==> src/rtl/timestamp_extender.sv <==
// Extends the short DUT timestamp from the serial stream to a full-width count in the
// recovered DUT timebase, and tracks the minimum transport delay with acquire/track/loss logic.
module timestamp_extender #(
  parameter int COUNT_W     = 32,
  parameter int IN_W        = 8,
  parameter int ACQ_SAMPLES = 16,
  parameter int DECAY_EDGES = 65536,
  parameter int JITTER_TOL  = 4,
  parameter int LOSS_COUNT  = 8
) (
  input  logic               clk_128M,
  input  logic               rst_128M,
  input  logic               gt_clk_edge_128M,
  input  logic [IN_W-1:0]    timestamp_in,
  input  logic               timestamp_valid,
  output logic [COUNT_W-1:0] timestamp_count,
  output logic [COUNT_W-1:0] sample_ts,
  output logic               sample_ts_valid,
  output logic               sample_late,
  output logic [IN_W-1:0]    offset,
  output logic               offset_adjust,
  output logic               locked
);

  localparam int SCNT_W = $clog2(ACQ_SAMPLES + 1);
  localparam int LCNT_W = $clog2(LOSS_COUNT + 1);
  localparam int DCNT_W = $clog2(DECAY_EDGES + 1);

  localparam logic [SCNT_W-1:0] ACQ_LAST   = SCNT_W'(ACQ_SAMPLES - 1);
  localparam logic [LCNT_W-1:0] LOSS_LAST  = LCNT_W'(LOSS_COUNT - 1);
  localparam logic [DCNT_W-1:0] DECAY_LAST = DCNT_W'(DECAY_EDGES - 1);
  localparam logic [IN_W:0]     TOL        = (IN_W + 1)'(JITTER_TOL);
  localparam logic [IN_W-1:0]   OFFSET_MAX = '1;

  typedef enum logic {
    ACQUIRE = 1'b0,
    TRACK   = 1'b1
  } state_t;

  state_t             state;
  state_t             state_next;
  logic [COUNT_W-1:0] counter;
  logic [SCNT_W-1:0]  sample_cnt;
  logic [LCNT_W-1:0]  late_cnt;
  logic [DCNT_W-1:0]  decay_cnt;

  logic [IN_W-1:0]    delta;
  logic [IN_W:0]      late_limit;
  logic               is_lower;
  logic               is_late;
  logic               acq_done;
  logic               loss;
  logic               decay_step;

  // Delta is taken against the counter before any same-cycle increment; the late
  // threshold is one bit wider so offset + tolerance never wraps.
  always_comb begin
    delta      = counter[IN_W-1:0] - timestamp_in;
    late_limit = {1'b0, offset} + TOL;
    is_lower   = (delta < offset);
    is_late    = ({1'b0, delta} > late_limit);
    decay_step = (state == TRACK) && gt_clk_edge_128M && (decay_cnt == DECAY_LAST);
    state_next = state;
    acq_done   = 1'b0;
    loss       = 1'b0;
    case (state)
      ACQUIRE: begin
        if (timestamp_valid && (sample_cnt == ACQ_LAST)) begin
          acq_done   = 1'b1;
          state_next = TRACK;
        end
      end
      TRACK: begin
        if (timestamp_valid && is_late && (late_cnt == LOSS_LAST)) begin
          loss       = 1'b1;
          state_next = ACQUIRE;
        end
      end
      default: state_next = ACQUIRE;
    endcase
  end

  always_ff @(posedge clk_128M) begin
    if (rst_128M) state <= ACQUIRE;
    else          state <= state_next;
  end

  assign locked = (state == TRACK);

  always_ff @(posedge clk_128M) begin
    if (rst_128M) begin
      counter         <= '0;
      timestamp_count <= '0;
      sample_ts       <= '0;
      sample_ts_valid <= 1'b0;
      sample_late     <= 1'b0;
      offset          <= OFFSET_MAX;
      offset_adjust   <= 1'b0;
      sample_cnt      <= '0;
      late_cnt        <= '0;
      decay_cnt       <= '0;
    end else begin
      counter         <= counter + {{(COUNT_W-1){1'b0}}, gt_clk_edge_128M};
      timestamp_count <= counter;
      sample_ts_valid <= timestamp_valid;
      sample_late     <= timestamp_valid && (state == TRACK) && is_late;
      offset_adjust   <= timestamp_valid && is_lower;

      if (timestamp_valid)
        sample_ts <= counter - {{(COUNT_W-IN_W){1'b0}}, delta};

      // A lowering sample takes priority over a coincident decay step.
      if (loss)
        offset <= OFFSET_MAX;
      else if (timestamp_valid && is_lower)
        offset <= delta;
      else if (decay_step && (offset != OFFSET_MAX))
        offset <= offset + IN_W'(1);

      if (state != ACQUIRE || acq_done)
        sample_cnt <= '0;
      else if (timestamp_valid)
        sample_cnt <= sample_cnt + SCNT_W'(1);

      if (state != TRACK || loss)
        late_cnt <= '0;
      else if (timestamp_valid)
        late_cnt <= is_late ? late_cnt + LCNT_W'(1) : '0;

      if (state != TRACK || loss)
        decay_cnt <= '0;
      else if (gt_clk_edge_128M)
        decay_cnt <= decay_step ? '0 : decay_cnt + DCNT_W'(1);
    end
  end

endmodule

==> config.mk <==
export PLATFORM = sky130hd
export DESIGN_NAME = timestamp_extender
export DESIGN_NICKNAME = d
export VERILOG_FILES = /design/src/rtl/timestamp_extender.sv
export SDC_FILE = /design/constraint.sdc
export NUM_CORES = 1
export LEC_CHECK = 0
export ABC_AREA = 1
export CORE_AREA = 3 3 104 131
export DETAILED_ROUTE_END_ITERATION = 7
export DIE_AREA = 0 0 107 134
export PLACE_DENSITY = 0.83
export SYNTH_ARGS = -nofsm -noshare
export SYNTH_HDL_FRONTEND = slang
export SYNTH_SLANG_ARGS = --single-unit
==> constraint.sdc <==
create_clock -name clk_128M -period 5 [get_ports clk_128M]
set_input_delay 1 -clock clk_128M [delete_from_list [all_inputs] [get_ports clk_128M]]
set_output_delay 1 -clock clk_128M [all_outputs]
set_load 0.02 [all_outputs]
==> Word-level counts from Yosys, hierarchy flattened <==
Index checks and enable logic that the tools add are counted.
{ "word_totals": {"register_bits": 134, "input_bits": 12, "output_inout_bits": 76, "elab_cells": 51} }
{ "op_classes": {"add_sub_neg": 8, "n_lt_le_gt_ge": 2, "eq_ne": 4, "n_mux": 10, "bitwise": 1, "n_reduce_logical": 15} }
{ "ops": {"columns": ["operator", "count"], "rows": [
  ["32-bit by 1-bit adder with 32-bit output", 1],
  ["32-bit by 8-bit subtractor with 32-bit output", 1],
  ["17-bit by 1-bit adder with 17-bit output, second input constant", 1],
  ["17-bit by 16-bit equality test with 1-bit output, second input constant", 1],
  ["17-bit 2-to-1 mux", 1],
  ["8-bit 2-to-1 mux", 2],
  ["8-bit by 3-bit adder with 9-bit output, second input constant", 1],
  ["8-bit by 9-bit greater-than comparator with 1-bit output", 1],
  ["1-bit logical AND", 9],
  ["8-bit by 1-bit adder with 8-bit output, second input constant", 1],
  ["8-bit less-than comparator", 1],
  ["8-bit inequality test, second input constant", 1],
  ["8-bit subtractor", 1],
  ["2-bit OR reduction", 3],
  ["5-bit by 1-bit adder with 5-bit output, second input constant", 1],
  ["5-bit by 4-bit equality test with 1-bit output, second input constant", 1],
  ["1-bit 2-to-1 mux", 5],
  ["4-bit by 1-bit adder with 4-bit output, second input constant", 1],
  ["4-bit by 3-bit equality test with 1-bit output, second input constant", 1],
  ["4-bit 2-to-1 mux", 1],
  ["1-bit logical OR", 2],
  ["1-bit case mux with 2 select lines", 1],
  ["2-bit nonzero test", 1],
  ["1-bit NOT", 1]
]} }

==> Logic depth before layout (Yosys ltp) <==
Gate-level depths: netlist (run 1).
{ "logic_depth": {"word_depth": 8, "mapped_depth": 23, "mapped_depth_nobuf": 23} }

==> Worst setup path after synthesis (run 1) <==
Ideal clock, no wire load.
{ "synth_timing": {"path_type": "input to register", "from": "input port timestamp_in[4]", "to": "register offset[2]", "setup_ns": 0.124, "arrival_ns": 3.550, "setup_slack_ns": 1.326, "path_stages": 17, "path_buffers": 1, "cell_sequence": "inv_1 ha_1 a21oi_1 nand3_1 a21oi_1 o21bai_1 xnor2_1 ha_1 a21oi_1 o21a_1 nand3_1 inv_1 clkbuf_1 o21ai_0 nand2_1 o21ai_1 nand3b_1"} }
{ "synth_between": {"elab_chain_cells": 7, "word_cells_on_any_way": 11} }
{ "synth_lines": {"columns": ["item", "line_no", "source"], "rows": [
  ["from (decl)", "14", "input logic [IN_W-1:0] timestamp_in,"],
  ["8-bit subtractor *", "58", "delta = counter[IN_W-1:0] - timestamp_in;"],
  ["8-bit by 9-bit greater-than comparator with 1-bit output", "61", "is_late = ({1'b0, delta} > late_limit);"],
  ["1-bit logical AND (2 in a row)", "74", "if (timestamp_valid && is_late && (late_cnt == LOSS_LAST)) begin"],
  ["1-bit 2-to-1 mux", "74", null],
  ["1-bit 2-to-1 mux", "66", "case (state)"],
  ["2-bit OR reduction (no source line)", null, null],
  ["to (signal assigned)", "116", "offset <= delta;"],
  ["to (signal assigned)", "118", "offset <= offset + IN_W'(1);"],
  ["to (decl)", "20", "output logic [IN_W-1:0] offset,"]
]} }
Mark *: on every way between the ends. The rest lies on a longest branch, timed or not.
A chain may end at the register's enable or synchronous reset.

==> Worst setup path in the final report (run 1) <==
{ "layout_timing": {"from": "input port timestamp_in[0]", "to": "register sample_ts[11]"} }
{ "layout_between": {"elab_chain_cells": 2} }
{ "layout_lines": {"columns": ["item", "line_no", "source"], "rows": [
  ["8-bit subtractor", "58", null],
  ["32-bit by 8-bit subtractor with 32-bit output", "110", "sample_ts <= counter - {{(COUNT_W-IN_W){1'b0}}, delta};"],
  ["to (signal assigned)", "110", null],
  ["to (decl)", "17", "output logic [COUNT_W-1:0] sample_ts,"]
]} }
No other way between the ends.

==> results.yml, run 1 <==
placed_design:
  detailed_place_hpwl_um: 15200
  place.gp.congestion: 0.937
  place_worst_setup_slack_ps: 380
  place.port_buffers: 87
  standard_cell_area_after_detailed_placement_sq_um: 8410
  placed_cell_count: 1337
detailed_routing:
  drt_iter0_drc: 533
  post_detailed_route_via_to_cell_ratio: 5.49
  routedLengthMet1_um: 7910
  avgRoutedWirePerCell_um: 15.2
  maxUsedRoutingLayer: "met4"
  firstDrtPassIters: 6
  via_count: 7509
  met2_length_um: 10500
  route.met3.wl_um: 1110
  drt_wl_total_um: 20800
  drc: 0
  drt.antenna.violating_nets: 0
cells_and_area:
  area_of_combinational_cells_with_multiple_inputs_sq_um: 4000
  synthToLayoutAreaGrowth_pct: 20.7
  layout_commonest_cell: "nand2_1"
  design.final.nets: 1233
  final_design_area_no_fill_sq_um: 9000
  antenna-diode-count: 0
  sequential_cell_area_sq_um: 2680
  fin_util_pct: 71.4
  share_of_layout_cells_above_drive_strength_1_pct: 5.92
  filler_cell_count_in_the_final_layout: 1036
  layout.cells.most_common_list: "nand2_1 (202), nor2_1 (191), inv_1 (165), dfxtp_1 (134), nand3_1 (90)"
  post_layout_instance_count_excluding_filler_cells: 1368
clock_network:
  cts_buffers: 17
  cts_num_sinks: 134
  worstSkewPairLatency_ps: 430
  cts_root_buffer: "clkbuf_16"
  post_cts.repair.setup_buffers: 0
  postCtsResizedCells: 0
  clkTransAtPathRegs_ps: 60
  cts_hold_repair.buffers: 0
  h-tree-depth: 4
  number_of_buffers_between_clock_root_and_the_deepest_sink: 2
  clock_tree_from_tritoncts: "built"
sta:
  final.min_clock_period_ps: 4280
  final_critical_path_setup_slack_ps: 721
  final-hold-violation-count: 0
  timing.hold.ws_ps: 462
  finalClockSkew_ps: 7.04
  slew_headroom_pct: 47.7
  totalNegativeSetupSlack_ps: 0
  fin_crit_sh_pct: 85.6
  timing_max_transition_violations_final: 0
  setup_viol_count_final: 0
  grt_setup_unrepaired: "no"
  timing.fmax_mhz: 234
  tightestPinTransition_ps: 784
power_and_ir_drop:
  p_per_area_nw_per_um2: 330
  p_leak_nw: 4.28
  vdd_ir_drop_max_v: 0.000268
  internal_power_mw: 2.11
  combinational_cell_fraction_of_total_power_pct: 18.5
  clock_power_share_pct: 42.9
  total_switching_power_mw: 0.856
  net_switching_fraction_of_the_power_pct: 28.8
  finalPower_mw: 2.97
  seq_power_share_pct: 38.6
worst_setup_path:
  worst_reg_to_reg_setup_slack_ps: 1230
  crit_required_ps: 5290
  category_of_the_worst_setup_path_launch_point: "input port"
  critical_path_arrival_ps: 4570
  worstSetupEndpointType: "flip-flop"
  timing.setup.critical_path_class: "in2reg"
  critical_path_maximum_fanout: 11
global_route:
  antenna_found_initial: 0
  gr-usage-all-layers_pct: 29.9
  grt_start_max_net_pins: 72
  first_global_vias: 7228
  wire_length_of_the_first_global_routing_pass_um: 34200
  grt.overflow.total: 0
floorplan:
  floorplan.io_pins: 88
  row_count: 46
  design.core.area_sq_um: 12600
  fp.dieArea_sq_um: 14300
  die-width_um: 107
  floorplan.die.height_um: 134
  starting_utilization_of_the_core_area_pct: 59.2
logic_synthesis:
  synth_seq_area_share_pct: 35.9
  synth_nets: 1154
  postSynth.asyncResetShare_pct: 0
  synthDistinctLibCells: 47
  syn-cell-area_sq_um: 7460
  synth.yosys.warnings: 0
  syn-instance-count: 1109
  synth-seq-cells: 134
  average_instance_area_after_synthesis_sq_um: 6.73
  synth_edf_count: 0
  ys.flop_type: "dfxtp_1"
flow_run:
  max_cap_violations: 0
run_status:
  run_status: "finished clean"
min_path:
  timing.hold.worst.class: "reg2reg"
-- Yosys cell counts, types with 18 or more instances --
cell type	instances	share of area, %
dfxtp_1	134	36
ha_1	31	5.2
clkbuf_1	18	0.91
xor2_1	20	2.3
a21oi_1	51	3.4
nor3_1	28	1.9
nor2_1	191	9.6
o21ai_0	43	2.9
nand3_1	90	6.0
nand4_1	37	3.1
nand2_1	202	10
inv_1	165	8.3
-- kinds of logic after synthesis --
family,after synthesis,synth area share [%]
buf+inv,198,10.4
compound gates,120,8.90
simple gates,594,35.4
xor+xnor,30,3.52
flops,134,35.9
fa+ha+maj,33,5.73
-- power by group through the flow --
| stage | Clock (mW) | Sequential, mW | Combinational (mW) |
|---|---|---|---|
| after floorplan | 0 | 1.20 | 0.335 |
| after global placement | 0 | 1.17 | 0.533 |
| after detailed placement | 0 | 1.17 | 0.539 |
| after CTS | 1.29 | 1.14 | 0.544 |
| after global routing | 1.33 | 1.15 | 0.615 |
| final | 1.28 | 1.15 | 0.549 |
-- state kept, by name, summed over array words and instances, names as in the netlist --
register         cells
sample_late          1
offset_adjust        1
decay_cnt           17
sample_ts_valid      1
timestamp_count     32
late_cnt             4
sample_ts           32
locked               1
counter             32
sample_cnt           5
offset               8
-- path summary, 6_finish.rpt --
check        cells after the start       startpoint            end
max                             17  timestamp_in[0]  sample_ts[11]
min                              2    sample_cnt[4]  sample_cnt[4]
max reg2reg                     17       counter[0]  sample_ts[11]
min reg2reg                      2    sample_cnt[4]  sample_cnt[4]
-- layout make-up --
type | instances | share of cell area (%)
Multi-Input combinational cell | 777 | 44.4
Sequential cell | 134 | 29.8
Timing Repair Buffer | 91 | 9.89
Inverter | 167 | 6.96
Clock buffer | 19 | 4.92
Tap cell | 168 | 2.33
Clock inverter | 12 | 1.68
-- metal layers --
metal,up-vias,track usage [%]
met4,0,19.3
met2,268,52.8
met1,3435,32.5
li1,3719,-
met5,-,0
met3,87,5.30
-- critical path, cell delays in order --
cell,delay (ps)
clkdlybuf4s50_1,470
ha_1,210
inv_1,120
fa_1,490
xor2_1,370
inv_1,100
ha_1,360
nand3_1,90
nand2_1,120
a21oi_1,80
a21oi_2,290
nand3_1,130
nand2_1,100
nand2_1,250
nand2_1,160
xor2_1,150
a21oi_1,80
No activity file was read; power rests on OpenSTA's default activity.
==> run 2, diff against run 1 <==
--- a/config.mk
+++ b/config.mk
@@ -6,9 +6,9 @@
 export NUM_CORES = 1
 export LEC_CHECK = 0
 export ABC_AREA = 1
-export CORE_AREA = 3 3 104 131
+export CORE_AREA = 3 3 129 106
 export DETAILED_ROUTE_END_ITERATION = 7
-export DIE_AREA = 0 0 107 134
+export DIE_AREA = 0 0 132 109
 export PLACE_DENSITY = 0.83
 export SYNTH_ARGS = -nofsm -noshare
 export SYNTH_HDL_FRONTEND = slang
==> results.yml, run 2 (synthesized netlist as in run 1, its figures left out) <==
sta:
  setup_viol_count_final: 0
  grt_setup_unrepaired: "no"
  fin_crit_sh_pct: 87.6
  tightestPinTransition_ps: 829
  final.min_clock_period_ps: 4380
  final-hold-violation-count: 0
  timing_max_transition_violations_final: 0
  finalClockSkew_ps: 9.51
  totalNegativeSetupSlack_ps: 0
  slew_headroom_pct: 44.2
  timing.fmax_mhz: 228
  final_critical_path_setup_slack_ps: 621
detailed_routing:
  drt_iter0_drc: 880
  firstDrtPassIters: 5
  route.met3.wl_um: 2090
  via_count: 7436
  routedLengthMet1_um: 9730
  avgRoutedWirePerCell_um: 15.4
  maxUsedRoutingLayer: "met4"
  met2_length_um: 8970
  post_detailed_route_via_to_cell_ratio: 5.42
  drt.antenna.violating_nets: 0
  drc: 0
  drt_wl_total_um: 21100
floorplan:
  floorplan.io_pins: 88
  fp.dieArea_sq_um: 14400
  row_count: 36
  starting_utilization_of_the_core_area_pct: 60.7
  die-width_um: 132
  design.core.area_sq_um: 12300
  floorplan.die.height_um: 109
clock_network:
  number_of_buffers_between_clock_root_and_the_deepest_sink: 2
  post_cts.repair.setup_buffers: 0
  worstSkewPairLatency_ps: 430
  cts_num_sinks: 134
  clock_tree_from_tritoncts: "built"
  cts_root_buffer: "clkbuf_16"
  clkTransAtPathRegs_ps: 60
  cts_hold_repair.buffers: 0
  cts_buffers: 17
  postCtsResizedCells: 0
  h-tree-depth: 4
worst_setup_path:
  reg2reg_end: "sample_ts[30]"
  crit_required_ps: 5330
  r2r_cells: 16
  timing.setup.critical_path_class: "in2reg"
  critical_path_arrival_ps: 4700
  category_of_the_worst_setup_path_launch_point: "input port"
  critical_path_maximum_fanout: 6
  worstSetupEndpointType: "flip-flop"
  worst_reg_to_reg_setup_slack_ps: 1240
  crit-reg2reg-launch: "counter[4]"
min_path:
  min-delay-start: "sample_cnt[4]"
  timing.hold.worst.class: "reg2reg"
  hold-path-cell-count: 2
  whs_endpoint: "sample_cnt[4]"
power_and_ir_drop:
  p_leak_nw: 4.28
  p_per_area_nw_per_um2: 331
  finalPower_mw: 2.99
  vdd_ir_drop_max_v: 0.000287
global_route:
  antenna_found_initial: 0
  gr-usage-all-layers_pct: 29.7
  grt.overflow.total: 0
  grt_start_max_net_pins: 73
  first_global_vias: 6793
  wire_length_of_the_first_global_routing_pass_um: 34100
cells_and_area:
  reg.largest.list: "counter x32, sample_ts x32, timestamp_count x32"
  final_design_area_no_fill_sq_um: 9030
  area_of_combinational_cells_with_multiple_inputs_sq_um: 4000
  share_of_layout_cells_above_drive_strength_1_pct: 5.92
  design.final.nets: 1234
  synthToLayoutAreaGrowth_pct: 21.0
  post_layout_instance_count_excluding_filler_cells: 1371
  filler_cell_count_in_the_final_layout: 1012
  sequential_cell_area_sq_um: 2680
  layout.cells.most_common_list: "nand2_1 (202), nor2_1 (191), inv_1 (165), dfxtp_1 (134), nand3_1 (90)"
  antenna-diode-count: 0
  layout_commonest_cell: "nand2_1"
placed_design:
  place.port_buffers: 87
  detailed_place_hpwl_um: 15200
  place_worst_setup_slack_ps: 320
  placed_cell_count: 1341
  place.gp.congestion: 0.939
  standard_cell_area_after_detailed_placement_sq_um: 8420
flow_run:
  max_cap_violations: 0
run_status:
  run_status: "finished clean"
run 2: worst max-delay path, cell delays in order:
cell             delay, ps
clkdlybuf4s50_1        450
inv_1                   40
ha_1                   380
a21oi_1                280
nand3_1                170
a21oi_1                170
o21bai_1                90
xnor2_1                310
inv_1                  150
ha_1                   330
inv_1                  130
o21ai_1                150
nor3_1                 490
nand3_1                200
nand2_1                100
nand2_1                 50
o21bai_1               150
inv_1                   50
run 2: power by group:
part           switching, mW  leakage, nW  internal [mW]
registers             0.0398         1.09           1.11
logic                  0.335         2.90          0.214
clock network          0.484        0.285          0.808
run 2: stage by stage:
step           hold slack [ps]  utilization, %
2_1_floorplan              441               -
3_3_place_gp               451            68.5
3_5_place_dp               460            68.5
4_1_cts                    467            73.4
5_1_grt                    488            73.4
6_report                   468            73.4
run 2: worst max path at each step:
stage	endpoint	slack, ps	cells past startpoint	from
after floorplan	offset[2]	1330	17	timestamp_in[4]
after global placement	sample_ts[11]	380	17	timestamp_in[0]
after detailed placement	sample_ts[30]	320	20	timestamp_in[2]
after CTS	sample_ts[30]	700	18	timestamp_in[4]
after global routing	sample_ts[11]	390	17	timestamp_in[0]
final	sample_ts[30]	620	18	timestamp_in[4]
run 2: routing by layer:
metal	track usage, %	vias to the layer above
met2	44.9	322
met4	7.42	0
met5	0	-
met3	9.09	29
met1	41.7	3371
li1	-	3714
run 2: final cells by class:
cell class	count	share of cell area (%)
Clock buffer	20	5.06
Clock inverter	10	1.64
Inverter	167	6.94
Multi-Input combinational cell	777	44.3
Sequential cell	134	29.7
Tap cell	171	2.37
Timing Repair Buffer	92	9.95
